[config.mk]
export PLATFORM = sky130hd
export DESIGN_NAME = full_adder
export DESIGN_NICKNAME = d
export VERILOG_FILES = /design/src/rtl/full_adder_pkg.sv /design/src/rtl/full_adder_half_adder.sv /design/src/rtl/full_adder.sv
export SDC_FILE = /design/constraint.sdc
export NUM_CORES = 1
export LEC_CHECK = 0
export ABC_CLOCK_PERIOD_IN_PS = 1750
export CORE_MARGIN = 2
export CORE_UTILIZATION = 47
export CTS_BUF_LIST = sky130_fd_sc_hd__clkbuf_16
export DETAILED_ROUTE_END_ITERATION = 7
export HOLD_SLACK_MARGIN = 0.03
export PLACE_DENSITY = 0.88
export RECOVER_POWER = 25
export SYNTH_ARGS = -nofsm -noshare
export SYNTH_HDL_FRONTEND = slang
export SYNTH_SLANG_ARGS = --single-unit
[constraint.sdc]
create_clock -name clk -period 1.75 [get_ports clk]
set_input_delay 0.175 -clock clk [delete_from_list [all_inputs] [get_ports clk]]
set_output_delay 0.175 -clock clk [all_outputs]
set_load 0.01 [all_outputs]
[src/rtl/full_adder_pkg.sv]
// Shared definitions for the full_adder leaf cell: default counter width and
// a behavioural reference of the {cout,sum} function.
package full_adder_pkg;

  localparam int CNT_W_DEFAULT = 16;

  // Reference full-adder function returning {cout, sum}; X on an input propagates.
  function automatic logic [1:0] fa_eval(input logic a, input logic b, input logic cin);
    logic p_s;
    p_s = a ^ b;
    return {(a & b) | (cin & p_s), p_s ^ cin};
  endfunction

endpackage

[src/rtl/full_adder_half_adder.sv]
// Half adder building block: s = x ^ y, c = x & y. Pure combinational.
module half_adder (
  input  logic x,
  input  logic y,
  output logic s,
  output logic c
);

  assign s = x ^ y;
  assign c = x & y;

endmodule

[src/rtl/full_adder.sv]
// Single-bit full adder built from two half adders. The combinational sum/cout
// are the primary outputs; a registered copy of the result and a saturating
// count of carry-out events are kept as debug taps.
module full_adder
  import full_adder_pkg::*;
#(
  parameter int CNT_W = CNT_W_DEFAULT
) (
  input  logic             clk,
  input  logic             rst_n,
  input  logic             a,
  input  logic             b,
  input  logic             cin,
  output logic             sum,
  output logic             cout,
  output logic             sum_q,
  output logic             cout_q,
  output logic [CNT_W-1:0] carry_cnt
);

  logic             ha0_s_s;
  logic             ha0_c_s;
  logic             ha1_c_s;
  logic [CNT_W-1:0] carry_cnt_q;
  logic [CNT_W-1:0] carry_cnt_d;

  // First stage adds the two addend bits.
  half_adder ha0 (
    .x (a),
    .y (b),
    .s (ha0_s_s),
    .c (ha0_c_s)
  );

  // Second stage folds in the carry input and produces the final sum.
  half_adder ha1 (
    .x (ha0_s_s),
    .y (cin),
    .s (sum),
    .c (ha1_c_s)
  );

  // A carry leaves the cell if either stage generated one; they are mutually exclusive.
  assign cout      = ha0_c_s | ha1_c_s;
  assign carry_cnt = carry_cnt_q;

  // Next count: bump on a carry-out, but hold once all-ones so the tap never wraps.
  always_comb begin
    carry_cnt_d = carry_cnt_q;
    if (cout && (carry_cnt_q != {CNT_W{1'b1}})) begin
      carry_cnt_d = carry_cnt_q + CNT_W'(1);
    end else begin
      carry_cnt_d = carry_cnt_q;
    end
  end

  // Observability registers: capture the result each edge, cleared at once by reset.
  always_ff @(posedge clk or negedge rst_n) begin
    if (!rst_n) begin
      sum_q       <= 1'b0;
      cout_q      <= 1'b0;
      carry_cnt_q <= {CNT_W{1'b0}};
    end else begin
      sum_q       <= sum;
      cout_q      <= cout;
      carry_cnt_q <= carry_cnt_d;
    end
  end

endmodule

==> flow_summary_export.csv <==
group,metric,value,unit
outcome,status,"complete, no violations",
pwr,post-layout-total-power,0.001519,W
global_routing,grt_usage,20.91,%
global_routing,antenna_found_initial,0,
logic_synthesis,synthAdderAreaFrac,3.457,%
cells_and_area,area_growth,43.75,%
drt,via_per_inst,5.727,
global_routing,grt_max_degree,19,
cells_and_area,regArea,451.7,µm²
pwr,total_leakage_power,0.5687,nW
global_routing,grt_pass1_vias,789,
setup_path,critPathLaunchType,"input pin",
clock_tree,clockBufferDepth,2,
cells_and_area,nets,125,
drt,drc,0,
setup_path,required,1.57,ns
sta,maxSlewViolCount,0,
logic_synthesis,ys_seq_area_share,47.87,%
logic_synthesis,ys_warn_count,0,
clock_tree,insertion_delay,0.25,ns
cells_and_area,antenna_cells,0,
sta,timing.final.crit_share,98.28,%
placed_design,port_buffers,24,
drt,routedWlPerCell,16.17,µm
clock_tree,htreeDepth,1,
pwr,power_density,1123,mW/mm²
logic_synthesis,synth_xor_area_share,8.378,%
die,coreArea,0.001922,mm²
setup_path,crit_top_cell,"clkdlybuf4s50_1",
drt,wl,2312,µm
placed_design,place.gp.congestion,0.8489,
die,die_area,0.002376,mm²
setup_path,endpoint_kind,"primary output",
global_routing,grt_pass1_wl,3850,µm
placed_design,hpwl,1667,µm
logic_synthesis,synth_top_family_by_area,"simple AND/OR/NAND/NOR gates",
clock_tree,cts.sinks,18,
logic_synthesis,yosysTopAreaCell,"dfrtp_1",
setup_path,slowest_stage,"clkdlybuf4s50_1",
setup_path,r2r_setup_slack,0.12,ns
logic_synthesis,synth_cell_types,29,
logic_synthesis,synth_area_leaders,"dfrtp_1, xor2_1, a21oi_1",
clock_tree,root_buffer,"clkbuf_16",
logic_synthesis,synth-compound-area-share,12.50,%
placed_design,dp.cells,139,
sta,hold_viol,0,
sta,rsz0062_at_grt,"false",
drt,drtPass1Iterations,4,
sta,max-slew-margin-rel,37.24,%
setup_path,cp_data_arrival_time,1.54,ns
sta,worst_pin_slew,0.9414,ns
logic_synthesis,syn_avg_cell_area,11.34,µm²
logic_synthesis,synth-seq-cells,18,
die,die_height,48.74,µm
sta,setup_viol,0,
clock_tree,cts_tree,"yes",
min_path,hp-class,"flop to flop",
cells_and_area,instances_no_fill,143,
sta,whs,0.5366,ns
die,io_pins,25,
setup_path,crit_fanout,5,
logic_synthesis,muxShareOfSynthArea,2.394,%
setup_path,worstSetupPathType,"input pin to primary output",
sta,worst_clock_skew,0.001248,ns
sta,layout_min_cycle_time,1.720,ns
drt,drtIter0Drc,34,
clock_tree,clk_pin_slew_worst_paths,0.05,ns
die,chipWidth,48.74,µm
cells_and_area,drive_gt1_share,20.69,%
run,cap_violations,0,
pwr,peakVddDrop,1.099,mV
logic_synthesis,synth_cells,83,
clock_tree,ctsHoldBuffers,0,
cells_and_area,multi_input_area,500.5,µm²
clock_tree,cts_buffers,3,
drt,antenna_left,0,
sta,fmax,581.4,MHz
logic_synthesis,synth_top_cell_area_share,47.87,%
global_routing,overflow,0,
die,start_util,48.96,%
logic_synthesis,yosys.area_share.simple,24.20,%
logic_synthesis,syn-cell-area,940.9,µm²
die,row_count,16,
cells_and_area,nFillCells,159,
setup_path,max_stage_delay,0.49,ns
setup_path,path_cells,"clkdlybuf4s50_1 -> fa_2 -> clkdlybuf4s50_1",
drt,vias,819,
logic_synthesis,syn_nets,90,
-- path summary, 6_finish.rpt --
check                      cells past startpoint                        to                startpoint
hold / removal                                 1  carry_cnt[1]$_DFFE_PN0P_  carry_cnt[1]$_DFFE_PN0P_
hold reg to reg                                1  carry_cnt[1]$_DFFE_PN0P_  carry_cnt[1]$_DFFE_PN0P_
max in group asynchronous                      2  carry_cnt[6]$_DFFE_PN0P_                     rst_n
setup reg to reg                               4  carry_cnt[1]$_DFFE_PN0P_  carry_cnt[0]$_DFFE_PN0P_
min in group asynchronous                      2           sum_q$_DFF_PN0_                     rst_n
setup / recovery                               3                      cout                       cin
-- cells in the final DEF, fill, tap and decap left out, types with 3 or more instances in the layout --
cell and instances:
xnor2_1 3, buf_4 6, nor3_1 4, xor2_1 6
a21oi_1 6, clkdlybuf4s50_1 22, nor2_1 3, a31oi_1 4
nand2_1 7, clkbuf_16 3, a41oi_1 3, dfrtp_1 17
-- routing by layer --
| layer | GRT usage, % | vias up | wire, µm |
|---|---|---|---|
| met2 | 35.84 | 44 | 1218 |
| met1 | 26.16 | 396 | 906 |
| met4 | 4.762 | 0 | 10 |
| met5 | 0 | - | 0 |
| li1 | - | 377 | - |
| met3 | 5.864 | 2 | 176 |
-- power by group --
part / internal (W) / switching [W] / total (W) / leakage, nW
clock: 0.000300 / 0.000142 / 0.000442 / 0.0370
combinational: 0.000251 / 0.000198 / 0.000449 / 0.300
sequential: 0.000501 / 0.000127 / 0.000628 / 0.231
total: 0.00105 / 0.000467 / 0.00152 / 0.569
-- synthesized netlist by cell type, drive strengths merged --
library cell	number
dfrtp	18
nand2	9
a21oi	6
xor2	6
nor2	5
a31oi	4
nand3	4
nand4	4
nor3	4
a41oi	3
xnor2	3
and3	2
and4	2
mux2	2
nor4	2
a311oi	1
buf	1
fa	1
ha	1
inv	1
nor2b	1
o41ai	1
or3	1
or4	1
-- final cells by class --
class	count	share of cell area, %
multi-input combinational	63	37.00
sequential	18	33.39
timing repair buffer	31	21.28
clock buffer	3	5.550
tap	27	2.498
inverter	1	0.2775
-- worst max-delay path: cells and delay by family --
kind | cells | cell delay, ns
buffers and inverters | 2 | 0.93
adders and majority gates | 1 | 0.44
-- metrics by stage --
| step | setup slack (ns) | area, µm² | TNS [ns] | utilization, % |
|---|---|---|---|---|
| after floorplan | 0.1355 | 940.9 | 0 | - |
| after global placement | -0.1291 | 1252 | -1.043 | 65.17 |
| after detailed placement | -0.2729 | 1252 | -1.939 | 65.17 |
| after CTS | 0.003179 | 1329 | 0 | 69.14 |
| after global routing | 0.003216 | 1353 | 0 | 70.38 |
| final | 0.03014 | 1353 | 0 | 70.38 |
-- registers in the layout, indices dropped and copies added (netlist names) --
name / cells
cout_q: 1
sum_q: 1
carry_cnt: 16
-- repair_timing --
item | 4_1_cts | 5_1_grt
setup buffers | 0 | 1
endpoints found under the hold margin | 0 | 0
gates resized for setup | 2 | 5
pin swaps | 0 | 1
setup endpoints to repair | 3 | 8
-- logic make-up (layout without fill, tap and decap cells) --
kind of cell    after synthesis  count (layout)
compound gates               15              15
xor+xnor                      9               9
fa+ha+maj                     2               2
buf+inv                       2              35
flops                        18              18
mux                           2               2
simple gates                 35              35
Power figures use the tool's default switching activity.
